$ cat src/rtl/writeback_unit.sv
// ---------------------------------------------------------------------------
// writeback_unit
//
// Last stage of the RISC-V pipeline. It is also the write port of the
// register file. ALU results are written back on the cycle after they are
// accepted. Loads take a detour through a single memory read. The returned
// word is narrowed to a byte, a halfword or a word, extended to 32 bits, and
// then written back. No write ever reaches x0.
//
// Parameters
//   LOAD_OFF_W   width of the byte-offset field kept from the load address
//                (must be at least 2)
//
// Ports
//   clk          system clock, rising-edge active
//   rst_n        asynchronous active-low reset
//   in_valid     execute stage presents a result
//   in_ready     unit can accept (high only in IDLE)
//   in_rd        destination register
//   in_result    ALU result, or effective address for loads
//   in_is_load   instruction is a LOAD
//   in_funct3    load width/sign code
//   in_wb        instruction writes rd
//   mem_req      one-cycle memory read request
//   mem_addr     word-aligned read address
//   mem_rvalid   read data valid
//   mem_rdata    read data word
//   w_en         register-file write enable (single-cycle pulse)
//   wd           register-file write address
//   wdata        register-file write data
// ---------------------------------------------------------------------------
module writeback_unit #(
   parameter int LOAD_OFF_W = 2
) (
   input  logic        clk,
   input  logic        rst_n,
   input  logic        in_valid,
   output logic        in_ready,
   input  logic [4:0]  in_rd,
   input  logic [31:0] in_result,
   input  logic        in_is_load,
   input  logic [2:0]  in_funct3,
   input  logic        in_wb,
   output logic        mem_req,
   output logic [31:0] mem_addr,
   input  logic        mem_rvalid,
   input  logic [31:0] mem_rdata,
   output logic        w_en,
   output logic [4:0]  wd,
   output logic [31:0] wdata
);

   localparam logic [1:0] IDLE = 2'd0;
   localparam logic [1:0] REQ  = 2'd1;
   localparam logic [1:0] WAIT = 2'd2;

   localparam logic [2:0] F3_LB  = 3'b000;
   localparam logic [2:0] F3_LH  = 3'b001;
   localparam logic [2:0] F3_LBU = 3'b100;
   localparam logic [2:0] F3_LHU = 3'b101;

   logic [1:0]            state_q, state_d;
   logic [4:0]            loadRd_q, loadRd_d;
   logic [2:0]            loadFunct3_q, loadFunct3_d;
   logic [LOAD_OFF_W-1:0] loadOff_q, loadOff_d;
   logic [31:0]           memAddr_q, memAddr_d;
   logic                  wEn_q, wEn_d;
   logic [4:0]            wd_q, wd_d;
   logic [31:0]           wdata_q, wdata_d;

   logic [7:0]            loadByte;
   logic [15:0]           loadHalf;
   logic [31:0]           loadValue;

   // The handshake and the memory request depend only on the state. In REQ,
   // mem_req is high for exactly one cycle because REQ always moves on to
   // WAIT.
   assign in_ready = (state_q == IDLE);
   assign mem_req  = (state_q == REQ);
   assign mem_addr = memAddr_q;
   assign w_en     = wEn_q;
   assign wd       = wd_q;
   assign wdata    = wdata_q;

   // Load data extraction. The byte lane comes from the two low address
   // bits. For halfwords only the upper offset bit matters. Any funct3 that
   // is not one of the four narrow codes is treated as a full word load.
   always_comb begin
      loadByte  = mem_rdata[7:0];
      loadHalf  = loadOff_q[1] ? mem_rdata[31:16] : mem_rdata[15:0];
      loadValue = mem_rdata;
      case (loadOff_q[1:0])
         2'd0:    loadByte = mem_rdata[7:0];
         2'd1:    loadByte = mem_rdata[15:8];
         2'd2:    loadByte = mem_rdata[23:16];
         default: loadByte = mem_rdata[31:24];
      endcase
      case (loadFunct3_q)
         F3_LB:   loadValue = {{24{loadByte[7]}}, loadByte};
         F3_LBU:  loadValue = {24'd0, loadByte};
         F3_LH:   loadValue = {{16{loadHalf[15]}}, loadHalf};
         F3_LHU:  loadValue = {16'd0, loadHalf};
         default: loadValue = mem_rdata;
      endcase
   end

   // Next-state logic. The write enable defaults to 0, so each write is a
   // one-cycle pulse. The write address and data default to holding their
   // values, so they keep the last write while the register file is idle.
   // Inputs are only examined in IDLE, and mem_rvalid only in WAIT.
   always_comb begin
      state_d      = state_q;
      loadRd_d     = loadRd_q;
      loadFunct3_d = loadFunct3_q;
      loadOff_d    = loadOff_q;
      memAddr_d    = memAddr_q;
      wEn_d        = 1'b0;
      wd_d         = wd_q;
      wdata_d      = wdata_q;
      case (state_q)
         IDLE: begin
            if (in_valid) begin
               if (in_is_load) begin
                  loadRd_d     = in_rd;
                  loadFunct3_d = in_funct3;
                  loadOff_d    = in_result[LOAD_OFF_W-1:0];
                  memAddr_d    = {in_result[31:2], 2'b00};
                  state_d      = REQ;
               end else if (in_wb && (in_rd != 5'd0)) begin
                  wEn_d   = 1'b1;
                  wd_d    = in_rd;
                  wdata_d = in_result;
               end
            end
         end
         REQ: begin
            state_d = WAIT;
         end
         WAIT: begin
            if (mem_rvalid) begin
               wEn_d   = (loadRd_q != 5'd0);
               wd_d    = loadRd_q;
               wdata_d = loadValue;
               state_d = IDLE;
            end
         end
         default: begin
            state_d = IDLE;
         end
      endcase
   end

   // State registers. Reset returns to IDLE and drops any load in flight.
   // Because the FSM is back in IDLE, a late mem_rvalid cannot cause a write.
   always_ff @(posedge clk or negedge rst_n) begin
      if (!rst_n) begin
         state_q      <= IDLE;
         loadRd_q     <= 5'd0;
         loadFunct3_q <= 3'd0;
         loadOff_q    <= '0;
         memAddr_q    <= 32'd0;
         wEn_q        <= 1'b0;
         wd_q         <= 5'd0;
         wdata_q      <= 32'd0;
      end else begin
         state_q      <= state_d;
         loadRd_q     <= loadRd_d;
         loadFunct3_q <= loadFunct3_d;
         loadOff_q    <= loadOff_d;
         memAddr_q    <= memAddr_d;
         wEn_q        <= wEn_d;
         wd_q         <= wd_d;
         wdata_q      <= wdata_d;
      end
   end

endmodule
$ cat config.mk
export PLATFORM = sky130hd
export DESIGN_NAME = writeback_unit
export DESIGN_NICKNAME = d
export VERILOG_FILES = /design/src/rtl/writeback_unit.sv
export SDC_FILE = /design/constraint.sdc
export NUM_CORES = 1
export LEC_CHECK = 0
export CORE_MARGIN = 5
export CORE_UTILIZATION = 44
export CTS_CLUSTER_SIZE = 8
export DETAILED_ROUTE_END_ITERATION = 8
export HOLD_SLACK_MARGIN = 0.15
export PLACE_DENSITY = 0.84
export SYNTH_ARGS = -nofsm -noshare
export SYNTH_HDL_FRONTEND = slang
export SYNTH_SLANG_ARGS = --single-unit
$ cat constraint.sdc
create_clock -name clk -period 2.6 [get_ports clk]
set_input_delay 0.65 -clock clk [delete_from_list [all_inputs] [get_ports clk]]
set_output_delay 0.65 -clock clk [all_outputs]
set_load 0.02 [all_outputs]
Word-level counts from Yosys, hierarchy flattened
Cells that the tools add are included.
{"block": "totals", "reg_bits": 80, "inputBits": 78, "out_inout_bits": 72, "wordCells": 52}
{"block": "op_classes", "n_eq_ne": 12, "n_mux": 22, "n_reduce_logical": 10}
{"cell": "two-way mux 32 bit", "n": 4}
{"cell": "case mux 32 bit (4 select lines)", "n": 1}
{"cell": "case mux 32 bit (2 select lines)", "n": 1}
{"cell": "case mux 8 bit (3 select lines)", "n": 1}
{"cell": "two-way mux 5 bit", "n": 4}
{"cell": "two-way mux 16 bit", "n": 1}
{"cell": "case mux 5 bit (2 select lines)", "n": 1}
{"cell": "nonzero test 5 bit", "n": 2}
{"cell": "== test 3 bit, second input constant", "n": 2}
{"cell": "two-way mux 2 bit", "n": 3}
{"cell": "!= test 2 bit, second input constant", "n": 3}
{"cell": "case mux 2 bit (3 select lines)", "n": 1}
{"cell": "AND reduction 3 bit", "n": 2}
{"cell": "AND reduction 5 bit", "n": 1}
{"cell": "== test 2 x 1 -> 1 bit, second input constant", "n": 2}
{"cell": "== test 2 bit, second input constant", "n": 2}
{"cell": "logical NOT 2 bit", "n": 2}
{"cell": "two-way mux 1 bit", "n": 4}
{"cell": "!= test 2 x 1 -> 1 bit, second input constant", "n": 2}
{"cell": "== test 3 x 1 -> 1 bit, second input constant", "n": 1}
{"cell": "logical NOT 3 bit", "n": 1}
{"cell": "case mux 1 bit (2 select lines)", "n": 1}
{"cell": "nonzero test 2 bit", "n": 1}
{"cell": "logical AND 1 bit", "n": 1}

Depth between registers and ports, before layout
{"block": "logic_depth", "depth_word": 6, "ltp_mapped": 9, "mapped_depth_nobuf": 4}

Worst setup path before layout
No wires, ideal clock.
{"block": "synth_timing", "path_kind": "input -> register", "startpoint": "input in_valid", "endpoint": "register wdata_q[1] (netlist: wdata[1])", "setup_ns": 0.125, "arrival_time_ns": 1.922, "required_time_ns": 2.475, "path_slack_ns": 0.554, "cell_stages": 5, "n_path_buf": 1, "path_cell_list": "or3b_4 > a211oi_4 > or2_1 > buf_4 > mux2_2"}
{"block": "synth_via", "elab_chain_cells": 2}
{"item": "start, declared", "line": "37", "rtl": "input logic in_valid,"}
{"item": "!= test 2 bit (no source line)"}
{"item": "AND reduction 5 bit (no source line)"}
{"item": "end signal, assigned", "line": "173", "rtl": "wdata_q <= wdata_d;"}
{"item": "end, declared", "line": "69", "rtl": "logic [31:0] wdata_q, wdata_d;"}
No other way between the ends.
A chain may end at the register's enable or synchronous reset.

Final worst setup path
{"block": "layout_timing", "startpoint": "register state_q[0]", "endpoint": "output mem_req"}
{"block": "layout_via", "elab_chain_cells": 1}
{"item": "start, declared", "line": "62", "rtl": "logic [1:0] state_q, state_d;"}
{"item": "start signal, assigned", "line": "166", "rtl": "state_q <= state_d;"}
{"item": "== test 2 x 1 -> 1 bit", "line": "79", "rtl": "assign mem_req = (state_q == REQ);"}
{"item": "end, declared", "line": "44", "rtl": "output logic mem_req,"}
No other way between the ends.

==> metrics list <==
* Outcome: finished, final reports clean
- For the worst setup path, the data required time is a little under 2000 ps.
- The worst register-to-register path begins at state_q[1].
- Gr ovfl total: 0
* Worst-case hold slack: 232.8 ps
- CTS built an H-tree with a depth of 3.
- Post-synthesis xor/xnor area fraction: 0%
- The synthesized netlist devotes around 14% of its cell area to simple gates.
- For this run, design rule violations remaining after detail routing come to 0.
- IR analysis of the VDD net gives a maximum drop of slightly above 0.5 mV.
- Post-CTS setup repair buffer count: 0
- Number of violations reported at the end of detailed-routing iteration 0: 238
- Power Density: 971.8 nW/um^2
- The first detailed-routing pass ran for 5 iterations.
* TritonCTS clock tree: done
- The synthesized netlist contains 39 unique library cells.
* Largest family of logic cells by synthesized area: multiplexers
* Data arrival time of the critical path: 1620 ps
* Top-Level Pins: 150
- Most common flop cell mapped by yosys: dfrtp_1
- Summed over all instances, the cell type with the most area after synthesis is dfrtp_1.
- Leakage: between 2 and 2.5 nW
- Total negative slack: 0 ps
- Setup repair after global routing missed its margin: no
- Net count reported at finish: 580
- Fmax: 441.1 MHz
- Prior to clock tree synthesis, the placed netlist has a worst setup slack of about 46 ps.
- Of all flip-flops after synthesis, the portion carrying an async set or reset was 100.0%.
- Across the routed clock network, the largest skew measured is ~6 ps.
- Setup crit end kind: output pin
- The detail route stage leaves a number of antenna-violating nets equal to 0.
- The die is around 100 um wide.
- Of the post-synthesis cell area, the part taken by muxes is between 10% and 20%.
- In this run, CTS created clock tree buffers numbering 9.
- The share of the Yosys chip area taken by registers is between 50% and 60%.
- Min Tclk post-route: around 2300 ps
* Initial Utilization: 45.34%
- Number of global-route vias before repair: ~3800
* TritonCTS sink count: 80
- Summing internal, switching and leakage power gives 0.005624 W.
- Dividing the detail-routed via count by the number of cells gives about 6.
* Area growth from synthesis to layout: 46.36%
- Setup violations remaining at the end of the flow were counted as 0.
* Cells taking the most area after synthesis: dfrtp_1 (51%), mux2_2 (14%), a31oi_1 (4.6%), nor3_1 (3.9%), nand2_1 (2.8%)
- Die Y-Extent: 104.8 um
- Worst Slack Setup Final: approximately 330 ps
- Cells after synthesis: 367
* Category of the most critical setup path: flip-flop to output pin
- The final layout contains routed wiring with a total length of between 10 and 15 mm.
- The worst setup path is launched from a flip-flop.
- HPWL Detailed: 9.604 mm
* Hold violation total from the final report: 0
- Synthesis inferred 80 register bits.
- The cell area that synthesis handed to floorplanning was approximately 4000 sq um.
* Warnings, synthesis: 0
- Most used standard cells in the synthesized netlist: dfrtp_1 (80), mux2_2 (48), nor3_1 (31), nand2_1 (30), a31oi_1 (29)
* Fin crit share: just under 90%
* Normalized max-slew margin: 57.17%
- Compound-gate portion of the synthesized area: ~15%
* Max Fanout on Critical Path: 5
* Post_cts resized: 0
- Tracing the worst setup path back leads to its startpoint at state_q[0].
- Most numerous cell in the Yosys netlist: dfrtp_1
- Area of the die: between 10000 and 15000 sq um
* Routability cong.: 0.8806
* Count of maximum capacitance violations: 0
- Antenna cell count: 0
- The first global-routing pass estimated 20.51 mm of wire.
- In this run the worst hold path is classified as input pin to async pin.
* Transition time of the tightest slew-check pin: 641.0 ps
- After clock tree synthesis, the clock-pin slew on the worst setup and hold paths is 80 ps.
- In the final layout, the share of cells above drive strength 1 is between 10% and 20%.
- Placeable Area: slightly below 9000 sq um
* Clock latency on the worst-skew pair: around 360 ps
* Syn avg cell area: 10.77 sq um
- Worst R2R Path Depth: 5
* Share of synthesized cell area in full adder, half adder and majority cells: 0%
- At the end of the flow the core is filled with cells to 66.36%.
- Clock tree buffer depth: 2
* Total global-route track usage: 23.27%
- Largest net degree at the start of global routing: 49
- Quantity of hold-fixing buffers added after cts: 0
* Slew Viols, Final: 0
- The number of antenna violations at the first check in global routing came to 0.
- In this run the clock root is driven by a clkbuf_8.
- Input and output buffers added on the ports amount to approximately 150.
- Counting flops with a built-in enable in the synthesized netlist gives 0.
- Routed WL per cell: 21.07 um
- Across all layers, the routed design uses approximately 3700 vias.
- After synthesis, the largest area contributor takes up between 50 and 60% of total cell area.
- Rows: 34
[cell usage in the layout (no fill, tap or decap), types with 3 or more instances in the layout]
cell type	synthesis	routed
a21oi_1	11	11
a31oi_1	29	29
a32oi_1	5	5
a41oi_1	5	5
and2_1	6	6
and3_1	12	11
buf_12	0	3
buf_4	3	10
bufinv_16	0	4
clkbuf_8	0	10
clkdlybuf4s50_1	0	146
dfrtp_1	80	80
mux2_2	48	48
mux2i_1	6	6
nand2_1	30	30
nand2b_1	5	5
nand3_1	5	5
nor2_1	10	10
nor2b_1	6	5
nor3_1	31	31
o21ai_0	4	4
o221ai_1	8	8
o22ai_1	4	4
o2bb2ai_1	4	4
o311ai_0	5	5
[per-layer routing]
| layer | share of wire [%] | GRT usage (%) | wire, um |
|---|---|---|---|
| met1 | 39 | 29.42 | 5091 |
| met3 | 10 | 8.446 | 1346 |
| met2 | 49 | 37.72 | 6312 |
| met5 | 0 | 0 | 0 |
| met4 | 1.6 | 6.484 | 208 |
[critical path, stage by stage, from the launching register on]
cell and delay [ps]:
dfrtp_1 410, nor2b_1 220, clkdlybuf4s50_1 630
[kinds of logic (layout without fill, tap and decap cells)]
logic type | count (synthesis) | in the layout
multiplexers | 55 | 55
flip-flops | 80 | 80
AO/OA/AOI/OAI | 83 | 83
AND/OR/NAND/NOR | 110 | 110
other | 1 | 2
buffers and inverters | 38 | 177
[where the power goes]
group | internal [W] | total (W) | switching, W | leakage [nW]
combinational | 0.00123 | 0.00247 | 0.00125 | 1.26
clock | 0.000758 | 0.00121 | 0.000453 | 0.136
sequential | 0.00167 | 0.00194 | 0.000274 | 0.925
total | 0.00365 | 0.00562 | 0.00197 | 2.32
[per-stage QoR]
| step | cell area [sq um] | instances |
|---|---|---|
| 5_1_grt | 5787 | 615 |
| 3_3_place_gp | 5519 | 599 |
| 4_1_cts | 5787 | 615 |
| 2_1_floorplan | 3958 | 368 |
| 3_5_place_dp | 5519 | 599 |
| 6_report | 5787 | 615 |
[path summary, 6_finish.rpt]
kind,to,slack (ps)
min in group clk,mem_addr[16],510
worst max-delay path,mem_req,330
max in group asynchronous,wdata[5],1740
worst max register to register,wdata[18],710
worst min-delay path,mem_addr[30],230
worst min register to register,mem_addr[16],510
[registers in the layout, summed over array words and instances, names as in the netlist]
name,flops
state_q,2
mem_addr,30
loadFunct3_q,3
loadRd_q,5
wd,5
loadOff_q,2
w_en,1
wdata,32
[layout make-up]
cell class / instances / area (sq um)
fillers: 678 / 2934
flip-flops and latches: 80 / 2002
multi-input cells: 250 / 1778
repair buffers: 159 / 1597
clock buffers: 10 / 137.6
well taps: 108 / 135.1
clock inverters: 6 / 130.1
inverters: 2 / 7.507
No activity file was read; power rests on OpenSTA's default activity.
